### config.mk
export PLATFORM = sky130hd
export DESIGN_NAME = core_frame_loader
export DESIGN_NICKNAME = d
export VERILOG_FILES = /design/src/rtl/core_frame_loader.sv
export SDC_FILE = /design/constraint.sdc
export NUM_CORES = 1
export LEC_CHECK = 0
export CORE_MARGIN = 2
export CORE_UTILIZATION = 45
export DETAILED_ROUTE_END_ITERATION = 6
export HOLD_SLACK_MARGIN = 0.1
export PLACE_DENSITY = 0.66
export REMOVE_ABC_BUFFERS = 1
export SETUP_SLACK_MARGIN = 0.02
export SLEW_MARGIN = 15
export SYNTH_ARGS = -nofsm -noshare
export SYNTH_HDL_FRONTEND = slang
export SYNTH_SLANG_ARGS = --single-unit
### constraint.sdc
create_clock -name clk -period 5.2 [get_ports clk]
set_clock_uncertainty 0.2 [all_clocks]
set_input_delay 1.04 -clock clk [delete_from_list [all_inputs] [get_ports clk]]
set_output_delay 1.04 -clock clk [all_outputs]
set_load 0.02 [all_outputs]
### src/rtl/core_frame_loader.sv
// core_frame_loader
// Per-core receive stage sitting directly behind the task scheduler.
// It assembles a LOAD_TIME-beat instruction frame from the scheduler's insn
// bus, captures an optional initial R0 value, serves instructions to the
// core pipeline through a registered fetch port, and reports Ready back to
// the scheduler (1 while idle or loading, 0 while the frame executes).
//
// Ports
//   clk, reset         clock, synchronous active-high reset
//   start              scheduler Start bit: a beat is present this cycle
//   insn_load_counter  index of the beat on insn_data
//   insn_data          one BUS_W-wide frame beat
//   init_r0_en         Init_R0_Vect bit (sampled on the first beat only)
//   init_r0            initial R0 value (sampled on the first beat only)
//   ready              1 = idle/loading, 0 = executing (register decode)
//   run                frame complete, pipeline may fetch
//   fetch_pc           instruction index within the frame
//   fetch_insn         instruction at fetch_pc, one cycle later
//   exec_done          pipeline pulse: frame finished
//   r0_load            one-cycle pulse: load r0_value into R0
//   r0_value           captured initial R0 value
//   frame_cnt          frames completed since reset, wraps 255->0
//   proto_err          sticky protocol-error flag, cleared only by reset
//
// Beat handshake: there is no backpressure. A beat is transferred on every
// cycle with start=1; it is accepted only when the FSM is in IDLE or LOAD and
// insn_load_counter equals the expected index. Any other beat (wrong index,
// or any beat while RUN) is dropped and sets proto_err. Once a load has begun
// start must stay high for every remaining beat; a gap aborts the load.
module core_frame_loader #(
  parameter int BUS_W     = 64,
  parameter int LOAD_TIME = 4,
  parameter int CNT_W     = 2,
  parameter int INSN_W    = 16,
  parameter int PC_W      = 4,
  parameter int REG_W     = 8
) (
  input  logic              clk,
  input  logic              reset,
  input  logic              start,
  input  logic [CNT_W-1:0]  insn_load_counter,
  input  logic [BUS_W-1:0]  insn_data,
  input  logic              init_r0_en,
  input  logic [REG_W-1:0]  init_r0,
  output logic              ready,
  output logic              run,
  input  logic [PC_W-1:0]   fetch_pc,
  output logic [INSN_W-1:0] fetch_insn,
  input  logic              exec_done,
  output logic              r0_load,
  output logic [REG_W-1:0]  r0_value,
  output logic [7:0]        frame_cnt,
  output logic              proto_err
);

  localparam int FRAME_W = BUS_W * LOAD_TIME;
  localparam int N_INSN  = FRAME_W / INSN_W;
  localparam logic [CNT_W-1:0] LAST_BEAT = CNT_W'(LOAD_TIME - 1);

  typedef enum logic [1:0] {
    IDLE = 2'd0,
    LOAD = 2'd1,
    RUN  = 2'd2
  } state_t;

  state_t           state;
  state_t           state_n;
  logic [CNT_W-1:0] exp_cnt;
  logic [CNT_W-1:0] exp_cnt_n;

  // Control strobes decoded by the next-state logic for the datapath.
  logic beat_wr;     // write insn_data into frame[exp_cnt]
  logic set_err;     // protocol violation this cycle
  logic r0_cap;      // capture init_r0 and pulse r0_load next cycle
  logic frame_done;  // frame retired: bump frame_cnt

  // Frame buffer seen both as beats (write side) and instructions (fetch side).
  logic [LOAD_TIME-1:0][BUS_W-1:0] frame;
  logic [N_INSN-1:0][INSN_W-1:0]   insn_view;

  assign insn_view = frame;

  // Ready and run are plain decodes of the state register, so there is no
  // combinational path from start to ready.
  assign ready = (state != RUN);
  assign run   = (state == RUN);

  // State register
  always_ff @(posedge clk) begin
    if (reset) begin
      state   <= IDLE;
      exp_cnt <= '0;
    end else begin
      state   <= state_n;
      exp_cnt <= exp_cnt_n;
    end
  end

  // Next-state and control decode
  always_comb begin
    state_n    = state;
    exp_cnt_n  = exp_cnt;
    beat_wr    = 1'b0;
    set_err    = 1'b0;
    r0_cap     = 1'b0;
    frame_done = 1'b0;
    case (state)
      IDLE: begin
        if (start) begin
          if (insn_load_counter == '0) begin
            beat_wr = 1'b1;
            r0_cap  = init_r0_en;
            if (LOAD_TIME == 1) begin
              state_n = RUN;
            end else begin
              state_n   = LOAD;
              exp_cnt_n = CNT_W'(1);
            end
          end else begin
            set_err = 1'b1;
          end
        end
      end
      LOAD: begin
        if (!start || (insn_load_counter != exp_cnt)) begin
          // Stall or out-of-order beat: drop the partial frame.
          set_err   = 1'b1;
          state_n   = IDLE;
          exp_cnt_n = '0;
        end else begin
          beat_wr = 1'b1;
          if (exp_cnt == LAST_BEAT) begin
            state_n   = RUN;
            exp_cnt_n = '0;
          end else begin
            exp_cnt_n = exp_cnt + CNT_W'(1);
          end
        end
      end
      RUN: begin
        // A beat during execution is never captured; exec_done still retires
        // the frame in the same cycle.
        if (start) begin
          set_err = 1'b1;
        end
        if (exec_done) begin
          state_n    = IDLE;
          frame_done = 1'b1;
        end
      end
      default: begin
        state_n   = IDLE;
        exp_cnt_n = '0;
      end
    endcase
  end

  // Frame storage needs no reset: run only rises after a complete load.
  always_ff @(posedge clk) begin
    if (beat_wr) begin
      frame[exp_cnt] <= insn_data;
    end
  end

  // Output registers
  always_ff @(posedge clk) begin
    if (reset) begin
      fetch_insn <= '0;
      r0_load    <= 1'b0;
      r0_value   <= '0;
      frame_cnt  <= '0;
      proto_err  <= 1'b0;
    end else begin
      r0_load <= r0_cap;
      if (r0_cap) begin
        r0_value <= init_r0;
      end
      if (state == RUN) begin
        fetch_insn <= insn_view[fetch_pc];
      end
      if (frame_done) begin
        frame_cnt <= frame_cnt + 8'd1;
      end
      if (set_err) begin
        proto_err <= 1'b1;
      end
    end
  end

endmodule
After elaboration in Yosys (flattened, before gate mapping)
Index checks and enable logic that the tools add are counted.
- register bits: 294
- bits of input ports: 83
- reductions and logical operators: 7
- mux-type cells: 28
- bitwise operators: 1
- equality and inequality tests: 9
- $add $sub $neg: 2
- order comparisons: 3
- operators with widths (cell ; number):
    $bwmux W256 ; 1
    $demux W64 S2 ; 1
    $bmux W16 S4 ; 1
    $mux W64 ; 1
    $mux W16 ; 1
    $mux W2 ; 7
    $mux W1 ; 12
    $pmux W2 S3 ; 2
    $add A8 B1 Y8 const B ; 1
    $ne A2 B2 Y1 const B ; 3
    $lt A4 B5 Y1 const B ; 1
    $eq A2 B2 Y1 const B ; 2
    $logic_not A2 Y1 ; 2
    $reduce_and A4 Y1 ; 1
    $lt A2 B3 Y1 const B ; 1
    $ne A3 B3 Y1 const B ; 1
    $pmux W1 S3 ; 1
    $reduce_and A3 Y1 ; 1
    $add A2 B1 Y2 const B ; 1
    $eq A2 B1 Y1 const B ; 1
    $ge A2 B1 Y1 const B ; 1
    $ne A2 B1 Y1 const B ; 1
    $ne A2 B2 Y1 ; 1
    $pmux W1 S2 ; 1
    4 further kinds ; 4

Depth between registers and ports, before layout
Gate-level depths: netlist (run 1).
- depth in word-level cells: 5
- mapped depth: 8

Least setup slack after synthesis (run 1)
No wires, ideal clock.
- kind: in2reg
- from: input insn_load_counter[0]
- to: register frame[100] in the netlist's numbering, enable pin
- stages: 4
- library setup time: 429 ps
- data required time: 4571 ps
- arrival: 3060 ps
- buffers on the path: 0
- path slack: 1511 ps
- path through: nor3_1 > nand2_1 > nand2_1 > and2_1
- cells in the longest elaborated chain, start to end: 4
- elaborated cells between the ends (all ways): 7
- classes of those cells: eq/ne: 1; mux: 4; reduce/logical: 2
- ends and longest elaborated chain (item ; line ; RTL):
    start, declared ; 41 ; input logic [CNT_W-1:0] insn_load_counter,
    $ne A2 B2 Y1 / $logic_not A2 Y1 (equally long branches) ; 125, 110 ;
    $logic_or A1 B1 Y1 / $mux W1 (equally long branches) ; 125, 110 ;
    $mux W1, on equally long branches ; 125, 109 ;
    $pmux W1 S2 * ; 107 ; case (state)
    end signal, assigned by index ; 161 ; frame[exp_cnt] <= insn_data;
    end, declared ; 78 ; logic [LOAD_TIME-1:0][BUS_W-1:0] frame;
Every way passes the cells marked *; elsewhere a longest branch is shown, timed or not.
A chain may end at the register's enable or synchronous reset.

Worst setup path in the final report (run 1)
- from: register state[0]
- to: output ready
- cells in the longest elaborated chain, start to end: 1
- ends and longest elaborated chain (item ; line ; RTL):
    start, declared ; 66 ; state_t state;
    start signal, assigned ; 94 ; state <= state_n;
    $ne A2 B2 Y1 ; 85 ; assign ready = (state != RUN);
    end, declared ; 45 ; output logic ready,
Every way passes these cells.

==> reports/metrics.yaml, run 1 <==
path_class: "flop to output port"
areaGrowthSynthToFinish_pct: 22.40
ctsHoldBuffers: 0
cp.buffers_inverters: 1
worst_slew_pin_slew_ns: 1.109
cp_cell_sequence: "nand2b_1, clkdlybuf4s50_1"
drt_iter0_drc: 352
cts_max_path_buffers: 3
grt_max_degree: 65
antenna_left: 0
synthFlopType: "edfxtp_1"
synth_area_um2: 11270
arrival_ns: 2.01
root_buffer: "clkbuf_16"
final.setup.tns_ns: 0
hold_viol: 0
syn_inst: 572
grt-ovfl-total: 0
min_from: "r0_value[3]$_SDFFE_PP0P_"
drc: 0
slowest_stage: "clkdlybuf4s50_1"
ff2ff_setup_slack_ns: 2.70
yosys_warnings: 0
worst_setup_path_start_kind: "flop"
place_area_um2: 12730
htreeDepth: 1
r2r-start: "state[1]$_SDFFE_PP0P_"
critPathMaxStageDelay_ns: 0.68
grt_pass1_vias: 6099
period_share: 0.6243
cp-end-kind: "output port"
min_period_ns: 3.246
hold_depth: 2
hp-class: "flop to flop"
worstReg2RegEnd: "frame[82]$_DFFE_PP_"
path_delay_family: "buffers and inverters"
whs_ns: 0.3119
async_reset_ff_frac: 0
crit_fanout: 7
io_buffers: 118
final_area_um2: 13800
finalPower_uw: 5069
ys_seq_area_frac: 0.7495
required_ns: 3.96
min_to: "r0_value[3]$_SDFFE_PP0P_"
clock-sinks: 294
ys_ff_latch: 294
finalMaxSlewViolations: 0
clk_pin_slew_ns: 0.07
avgSynthCellArea_um2: 19.71
final-setup-viol-count: 0
reg2reg_depth: 4
synth_edf_count: 256
antenna_found_initial: 1
die_h_um: 162.3
core_area_um2: 24460
finish.utilization: 0.5640
final_nets: 786
wl_um: 22240
rsz0062_at_grt: "false"
rows: 57
die_w_um: 162.3
clock_latency_ns: 0.54
hpwl_um: 12820
wire_per_inst_um: 21.24
via_per_inst: 5.442
cts_tree: "yes"
layout_common_cells: "edfxtp_1 (256), clkdlybuf4s50_1 (115), mux2i_1 (40)"
fmax_ghz: 0.3080
vdd_drop_max_uv: 326.1
drt_pre_antenna_iters: 5
drive_above_1_share: 0.1787
cts_setup_buffers: 0
ios: 119
cts_made_buffers: 30
cts_resized: 0
dieArea_um2: 26330
slew_headroom: 0.2599
ys_types: 39
gp_congestion: 0.7046
gr-usage-all-layers: 0.1710
initial_core_util: 0.4608
powerDensity_nw_per_um2: 367.4
grt_pass1_wl_um: 34490
via_count: 5698
final_common_cell: "edfxtp_1"
status: "finished, final reports clean"
leakage_uw: 0.004636
cap_violations: 0
[final cells by class]
type | count | area (µm²)
Sequential cell | 294 | 8448
Timing Repair Buffer | 124 | 1226
Inverter | 4 | 15.01
Clock buffer | 36 | 834.6
Fill cell | 1831 | 10670
Tap cell | 324 | 405.4
Antenna cell | 1 | 2.502
Multi-Input combinational cell | 244 | 2635
Clock inverter | 20 | 230.2
[sequential cells by signal (all words and copies together) (netlist names)]
signal	flops
frame	256
exp_cnt	2
r0_load	1
r0_value	8
state	2
frame_cnt	8
proto_err	1
fetch_insn	16
[stage by stage]
stage,instances,setup WS (ns)
5_1_grt,1046,1.850
3_5_place_dp,990,1.486
3_3_place_gp,990,1.629
2_1_floorplan,542,1.511
4_1_cts,1046,1.929
6_report,1047,1.954
[report_power, final]
group | total (µW) | switching (µW) | internal (µW) | leakage [µW]
clock network | 2230 | 886 | 1350 | 0.000498
registers | 2600 | 6.98 | 2590 | 0.00262
logic | 240 | 116 | 124 | 0.00152
[worst min-delay path, delay by kind of cell, from the launching register on]
family	cells	cell delay (ns)
muxes	1	0.07
DFF	1	0.33
and+or+nand+nor	1	0.08
[logic make-up after synthesis]
logic type | count (synthesis) | synth area share
xor gates and xnor gates | 8 | 0.006216
and+or+nand+nor | 69 | 0.02930
muxes | 104 | 0.1514
AOI/OAI and AO/OA | 58 | 0.03896
adders and majority gates | 5 | 0.005550
buffers and inverters | 34 | 0.01909
DFF | 294 | 0.7495
[cell usage after synthesis, drive strengths merged, types with 3 or more instances]
cell / instances / share of area
inv: 4 / 0.0013
dfxtp: 38 / 0.067
nand3: 3 / 0.0013
clkbuf: 9 / 0.0030
mux4: 48 / 0.10
nor3: 4 / 0.0018
nand4: 4 / 0.0022
xor2: 3 / 0.0023
mux2: 16 / 0.016
and2: 5 / 0.0028
xnor2: 5 / 0.0039
nand2: 22 / 0.0073
mux2i: 40 / 0.036
a22oi: 32 / 0.023
o211ai: 16 / 0.011
a21oi: 5 / 0.0022
nor2b: 4 / 0.0022
edfxtp: 256 / 0.68
nor2: 20 / 0.0067
ha: 5 / 0.0056
buf: 21 / 0.015
[worst max path at each step]
stage,start,to,slack (ns),cells after the start
3_3_place_gp,insn_load_counter[0],frame[33]$_DFFE_PP_,1.63,5
5_1_grt,state[0]$_SDFFE_PP0P_,ready,1.85,2
6_report,state[0]$_SDFFE_PP0P_,ready,1.95,2
3_5_place_dp,reset,fetch_insn[14]$_SDFFE_PP0P_,1.49,4
2_1_floorplan,insn_load_counter[0],frame[100]$_DFFE_PP_,1.51,4
4_1_cts,state[0]$_SDFFE_PP0P_,ready,1.93,2
[routing by layer]
layer / vias up / share of wire / track usage
met5: - / 0 / 0
met3: 32 / 0.043 / 0.03013
met2: 134 / 0.51 / 0.2965
met1: 2942 / 0.43 / 0.2260
met4: 0 / 0.020 / 0.04224
li1: 2590 / - / -
(Power assumes the default switching activity.)
==> inputs of run 2 (changes only) <==
- clock period: 5.2 -> 3.4 ns (I/O delays scaled with it)
==> run 2 against run 1 <==
Compared with the run above: die area unchanged; final cell count rose by 0.96%; first-iteration DRC count grew 11%; register-to-register slack worse by 1.4 ns; global-route usage fell by 0.32 points; critical path depth unchanged; sequential power up 53%; worst hold slack worse by 0.026 ns; clock-buffer cell count is 3 higher; largest power group unchanged; highest routed layer unchanged.
==> reports/metrics.yaml, run 2 (synthesized netlist as in run 1, its figures left out) <==
via_count: 5706
final_nets: 798
final-setup-viol-count: 0
final.setup.tns_ns: 0
areaGrowthSynthToFinish_pct: 22.57
ios: 119
ctsHoldBuffers: 0
arrival_ns: 1.93
drc: 0
initial_core_util: 0.4608
gr-usage-all-layers: 0.1678
final_common_cell: "edfxtp_1"
hold_viol: 0
largest_registers: "frame x256, fetch_insn x16"
antenna_found_initial: 1
place_area_um2: 12890
core_area_um2: 24460
cts_max_path_buffers: 3
die_w_um: 162.3
cap_violations: 0
status: "finished, final reports clean"
crit_fanout: 7
powerDensity_nw_per_um2: 533.8
min_period_ns: 2.814
vdd_drop_max_uv: 430.5
path_class: "flop to output port"
cts_setup_buffers: 0
cts_made_buffers: 29
finalMaxSlewViolations: 0
drt_iter0_drc: 391
cp-end-kind: "output port"
grt_pass1_vias: 6132
fmax_ghz: 0.3554
slowest_stage: "clkdlybuf4s50_1"
root_buffer: "clkbuf_16"
dieArea_um2: 26330
cp_cell_sequence: "nand2b_1, clkdlybuf4s50_1"
wl_um: 22070
required_ns: 2.52
largest_register_ffs: 256
htreeDepth: 1
clock_latency_ns: 0.55
hpwl_um: 13280
grt-ovfl-total: 0
io_buffers: 118
leakage_uw: 0.004680
grt_pass1_wl_um: 33580
rows: 57
antenna_left: 0
cts_tree: "yes"
worst_setup_path_start_kind: "flop"
period_share: 0.8276
clock-sinks: 294
clk_pin_slew_ns: 0.06
antenna_cells: 0
top_register: "frame"
worst_slew_pin_slew_ns: 0.6712
gp_congestion: 0.7361
rsz0062_at_grt: "false"
wire_per_inst_um: 20.88
drt_pre_antenna_iters: 4
via_per_inst: 5.398
final.fill_count: 1858
layout_common_cells: "edfxtp_1 (256), clkdlybuf4s50_1 (115), mux2i_1 (40)"
hp-class: "flop to flop"
slew_headroom: 0.5525
final_area_um2: 13820
regArea_um2: 8448
multi_input_area_um2: 2640
die_h_um: 162.3
grt_max_degree: 65
cts_resized: 0
drive_above_1_share: 0.1801
critPathMaxStageDelay_ns: 0.67
[run 2: final timing paths]
| check | from | end | slack, ns | depth (start not counted) |
|---|---|---|---|---|
| setup reg to reg | state[1]$_SDFFE_PP0P_ | frame[126]$_DFFE_PP_ | 1.29 | 5 |
| hold reg to reg | fetch_insn[11]$_SDFFE_PP0P_ | fetch_insn[11]$_SDFFE_PP0P_ | 0.29 | 2 |
| hold / removal | fetch_insn[11]$_SDFFE_PP0P_ | fetch_insn[11]$_SDFFE_PP0P_ | 0.29 | 2 |
| setup / recovery | state[0]$_SDFFE_PP0P_ | ready | 0.59 | 2 |
[run 2: through the flow]
stage,cells,worst slack [ns],hold WS [ns],power (µW),utilization
after floorplan,542,0.07146,0.3551,4188,-
after global placement,1003,0.5646,0.2747,4416,0.5269
after detailed placement,1003,0.5326,0.2761,4433,0.5269
after CTS,1057,0.5555,0.2913,7447,0.5646
after global routing,1057,0.5011,0.3061,7607,0.5648
final,1057,0.5860,0.2862,7375,0.5648
[run 2: area by class of cell]
cell class / count / share of cell area
Clock buffer: 39 / 0.05814
Clock inverter: 15 / 0.008513
Inverter: 4 / 0.001087
Multi-Input combinational cell: 244 / 0.1911
Sequential cell: 294 / 0.6115
Tap cell: 324 / 0.02934
Timing Repair Buffer: 137 / 0.1003
[run 2: metal layers]
layer,global-route usage,part of all wire
met5,0,0
met4,0.03701,0.016
met3,0.02707,0.045
met2,0.2998,0.52
met1,0.2175,0.42
[run 2: power by group]
part	internal (µW)	switching (µW)
combinational	200	181
sequential	3960	10.0
clock	1740	1280
total	5900	1480
[run 2: worst max-delay path, delay by kind of cell (launching register included)]
family        cells  cell delay, ns
simple gates      1            0.30
buf+inv           1            0.67
flops             1            0.42
==> RTL edit 1, RTL diff (settings of run 2) <==
Change the parameter `LOAD_TIME` from 4 to 3.
--- a/src/rtl/core_frame_loader.sv
+++ b/src/rtl/core_frame_loader.sv
@@ -30,5 +30,5 @@
 module core_frame_loader #(
   parameter int BUS_W     = 64,
-  parameter int LOAD_TIME = 4,
+  parameter int LOAD_TIME = 3,
   parameter int CNT_W     = 2,
   parameter int INSN_W    = 16,
Function: changed (a bounded check fails within 4 cycles, from zero or initial values and one cycle with reset high).
==> RTL edit 1 against run 2 <==
Sequential cell count shrank 64. Fmax grew 1.0%. Worst hold slack lost 0.027 ns. Cell area shrank 19%. Register-to-register slack lost 0.22 ns. Synthesized area shrank 21%. Combinational power shrank 9.7%. Global-route usage grew 1.8 points. Via count shrank 10%. Total power shrank 19%. Critical path depth grew 1. Worst setup slack gained 0.028 ns. Routed wire length shrank 14%.
==> RTL edit 1: results (changes against run 2) <==
clkbuf_count: 33  # was 39
wl_mm: 19.0  # was 22.1 mm
synth_seq_cells: 230  # was 294
syn_inst: 538  # was 572
synth_edf_count: 192  # was 256
synth-adder-area-share_pct: 0.141  # was 0.555%
gp_congestion: 0.758  # was 0.736
numCtsBuffers: 24  # was 29
final_nets: 749  # was 798
muxShareOfSynthArea_pct: 11.7  # was 15.1%
critical_path_arrival_ns: 1.91  # was 1.93 ns
synthDistinctLibCells: 42  # was 39
seqCellArea_mm2: 0.00653  # was 0.00845 mm²
area_share_nonclk_buffers_pct: 12.2  # was 10.0%
clkLatencyLatePin_ns: 0.52  # was 0.55 ns
yosys-top-cells-area: "edfxtp_1, dfxtp_1, mux2_2, mux2i_1, o22ai_1"  # was edfxtp_1, mux4_2, dfxtp_1, mux2i_1, mux4_1
yosysSeqAreaShare_pct: 73.4  # was 74.9%
synthTopCellsByCount: "edfxtp_1, mux2_2, o22ai_1"  # was edfxtp_1, mux2i_1, dfxtp_1
status: "completed"  # unchanged
drive_gt1_share_pct: 17.6  # was 18.0%
p_leak_nw: 3.68  # was 4.68 nW
fp.coreArea_mm2: 0.0195  # was 0.0245 mm²
top_regs: "frame x192, fetch_insn x16"  # was frame x256, fetch_insn x16
hpwl_mm: 11.7  # was 13.3 mm
path_max_fanout: 9  # was 7
dr.pass1.iters: 5  # was 4
grt_first_pass_wirelength_mm: 29.2  # was 33.6 mm
synth_compound_area_share_pct: 7.37  # was 3.90%
ir_drop_uv: 358  # was 430 µV
dp_worst_setup_slack_ns: 0.312  # was 0.533 ns
nMultiInputCombCells: 274  # was 244
drt_iter0_drc: 302  # was 391
multi_input_area_mm2: 0.00218  # was 0.00264 mm²
placed_cell_area_mm2: 0.0104  # was 0.0129 mm²
n_fill_cell: 1512  # was 1,858
gr-usage-all-layers_pct: 18.6  # was 16.8%
power_density_mw_per_mm2: 535  # was 534 mW/mm²
synth-xor-area-share_pct: 0.788  # was 0.622%
hp-start: "r0_value[3]"  # was fetch_insn[11]
clk_share_pct: 6.83  # was 6.67%
relSlewSlack_pct: 40.3  # was 55.3%
final_cells: 947  # was 1,057
cpPeakStageDelay_ns: 0.62  # was 0.67 ns
nNonClkInverters: 1  # was 4
[RTL edit 1: changes by cell type in the layout (fill, tap and decap cells not counted), moves of 8 or more]
cell | run 2 | this run
a22oi_1 | 28 | 16
clkinv_2 | 8 | 0
edfxtp_1 | 256 | 192
mux2_2 | 16 | 64
mux2i_1 | 40 | 32
mux4_1 | 12 | 0
mux4_2 | 36 | 0
o211ai_1 | 16 | 0
o22ai_1 | 0 | 48
o31ai_1 | 0 | 16
[RTL edit 1: metal layers]
metal / GRT usage (%) / part of all wire (%) / wire, µm / vias to the layer above
li1: - / - / - / 2387
met1: 24.1 / 42 / 7990 / 2550
met2: 31.2 / 48 / 9210 / 165
met3: 4.83 / 7.8 / 1490 / 29
met4: 5.42 / 1.7 / 323 / 0
met5: 0 / 0 / 0 / -
[RTL edit 1: path summary, 6_finish.rpt]
check | cells after the start | endpoint | slack, ns
worst min-delay path | 2 | r0_value[3] | 0.26
worst max-delay path | 3 | run | 0.61
worst max register to register | 5 | frame[21] | 1.07
worst min register to register | 2 | r0_value[3] | 0.26
[RTL edit 1: cells by family after synthesis]
family | count (synthesis)
adder cells (fa/ha/maj) | 1
multiplexers | 96
XOR/XNOR | 8
AO/OA/AOI/OAI | 99
flip-flops | 230
buffers and inverters | 34
AND/OR/NAND/NOR | 70
[RTL edit 1: where the power goes]
| group | internal [mW] | switching, mW |
|---|---|---|
| Clock | 1.53 | 1.01 |
| Sequential | 3.09 | 0.0101 |
| Combinational | 0.174 | 0.169 |
| Total | 4.79 | 1.18 |
[RTL edit 1: per-stage QoR]
stage / TNS, ns / hold WS [ns] / power, mW
floorplan: -408.38 / 0.328 / 3.29
global placement: 0 / 0.242 / 3.50
detailed placement: 0 / 0.255 / 3.51
CTS: 0 / 0.265 / 6.04
global route: 0 / 0.284 / 6.19
finish: 0 / 0.260 / 5.98
==> RTL edit 2, RTL diff (settings of run 2) <==
Made on the original files. The 3 states of `state_t` get a one-hot encoding in 3 bits.
--- a/src/rtl/core_frame_loader.sv
+++ b/src/rtl/core_frame_loader.sv
@@ -58,8 +58,8 @@
   localparam logic [CNT_W-1:0] LAST_BEAT = CNT_W'(LOAD_TIME - 1);
 
-  typedef enum logic [1:0] {
-    IDLE = 2'd0,
-    LOAD = 2'd1,
-    RUN  = 2'd2
+  typedef enum logic [2:0] {
+    IDLE = 3'b001,
+    LOAD = 3'b010,
+    RUN  = 3'b100
   } state_t;
 
Function: same outputs for any inputs over 4 cycles, from zero or initial values and one cycle with reset high; so few cycles prove little.
==> RTL edit 2 against run 2 <==
Core utilization rose by 0.84 points. Worst hold slack improved by 0.012 ns. Cell area rose by 1.2%. Critical path depth rose by 2. Global-route usage rose by 0.86 points. Count of clock-buffer cells in the layout fell by 2. Synthesized area fell by 0.30%. Sequential cell count rose by 1. Routed wire length rose by 3.9%. Total power rose by 5.6%. Combinational power rose by 5.5%. Worst setup slack got worse by 0.066 ns. Final cell count fell by 1.6%.
==> RTL edit 2: results (changes against run 2) <==
min_to: "fetch_insn[14]"  # was fetch_insn[11]
gp_congestion: 0.824  # was 0.736
yosysSeqAreaShare_pct: 75.4  # was 74.9%
status: "completed"  # unchanged
drt_iter0_drc: 501  # was 391
r2r_setup_slack_ns: 1.00  # was 1.29 ns
synthTopCellsByCount: "edfxtp_1, mux4_2, mux2i_1"  # was edfxtp_1, mux2i_1, dfxtp_1
path_max_fanout: 10  # was 7
antenna_found_initial: 0  # was 1
cts_max_level: 1  # unchanged
gr-usage-all-layers_pct: 17.6  # was 16.8%
hold_slack_ns: 0.299  # was 0.286 ns
drive_gt1_share_pct: 20.4  # was 18.0%
viasPerCell: 5.54  # was 5.40
n_fill_cell: 1853  # was 1,858
ir_drop_uv: 521  # was 430 µV
yosys-top-cells-area: "edfxtp_1, mux4_2, dfxtp_1, mux2i_1, o221ai_1"  # was edfxtp_1, mux4_2, dfxtp_1, mux2i_1, mux4_1
cpPeakStageDelay_ns: 0.64  # was 0.67 ns
hp-start: "fetch_insn[14]"  # was fetch_insn[11]
critical_path_arrival_ns: 2.00  # was 1.93 ns
synthToLayoutAreaGrowth_pct: 24.4  # was 22.6%
wl_mm: 22.9  # was 22.1 mm
relSlewSlack_pct: 50.3  # was 55.3%
grt_first_pass_wirelength_mm: 35.3  # was 33.6 mm
hpwl_mm: 14.2  # was 13.3 mm
==> RTL edit 2: cells by family (layout without fill, tap and decap cells) <==
| kind of cell | after synthesis | after routing | synth area share [%] |
|---|---|---|---|
| mux | 105 | 105 | 16.5 |
| xor+xnor | 8 | 8 | 0.623 |
| buf+inv | 36 | 201 | 1.65 |
| simple gates | 69 | 69 | 3.24 |
| compound gates | 32 | 32 | 2.10 |
| flops | 295 | 295 | 75.4 |
| fa+ha+maj | 5 | 5 | 0.557 |
| other cells | 0 | 1 | 0 |
==> RTL edit 2: layout make-up <==
type | count | area share, %
Inverter | 6 | 0.161
Multi-Input combinational cell | 219 | 18.6
Clock inverter | 17 | 1.75
Sequential cell | 295 | 60.6
Timing Repair Buffer | 141 | 10.4
Clock buffer | 37 | 5.62
Tap cell | 324 | 2.90
Antenna cell | 1 | 0.0179
==> RTL edit 2: how the worst max path moves through the flow <==
| stage | startpoint | slack [ns] | to | depth (start not counted) |
|---|---|---|---|---|
| 2_1_floorplan | insn_load_counter[1] | 0.16 | frame[100] | 4 |
| 4_1_cts | state[0] | 0.49 | ready | 4 |
| 3_3_place_gp | insn_load_counter[1] | 0.46 | frame[197] | 6 |
| 6_report | state[0] | 0.52 | ready | 4 |
| 5_1_grt | state[0] | 0.41 | ready | 4 |
| 3_5_place_dp | insn_load_counter[0] | 0.43 | frame[245] | 6 |
==> RTL edit 2: where the power goes <==
part / leakage [nW] / internal (mW) / total [mW] / switching (mW)
clock: 0.508 / 2.09 / 3.39 / 1.30
combinational: 1.52 / 0.215 / 0.402 / 0.188
sequential: 2.63 / 3.98 / 3.99 / 0.0147
total: 4.65 / 6.28 / 7.79 / 1.51
==> RTL edit 2: metal layers <==
layer  share of wire [%]  track usage, %  vias up
met2                  51            30.4      204
met5                   0               0        -
met1                  41            23.7     2970
li1                    -               -     2556
met3                 6.7            3.40       31
met4                 1.7            3.42        0
==> RTL edit 2: through the flow <==
stage | std cells | power [mW] | setup WS (ns)
4_1_cts | 1039 | 7.87 | 0.492
2_1_floorplan | 520 | 4.23 | 0.158
6_report | 1040 | 7.79 | 0.520
3_5_place_dp | 985 | 4.48 | 0.426
3_3_place_gp | 985 | 4.46 | 0.459
5_1_grt | 1039 | 8.03 | 0.411
==> RTL edit 2: worst min-delay path, stage by stage, from the launching register on <==
cell	delay [ns]
dfxtp_1	0.33
nand3_1	0.07
o221ai_1	0.07
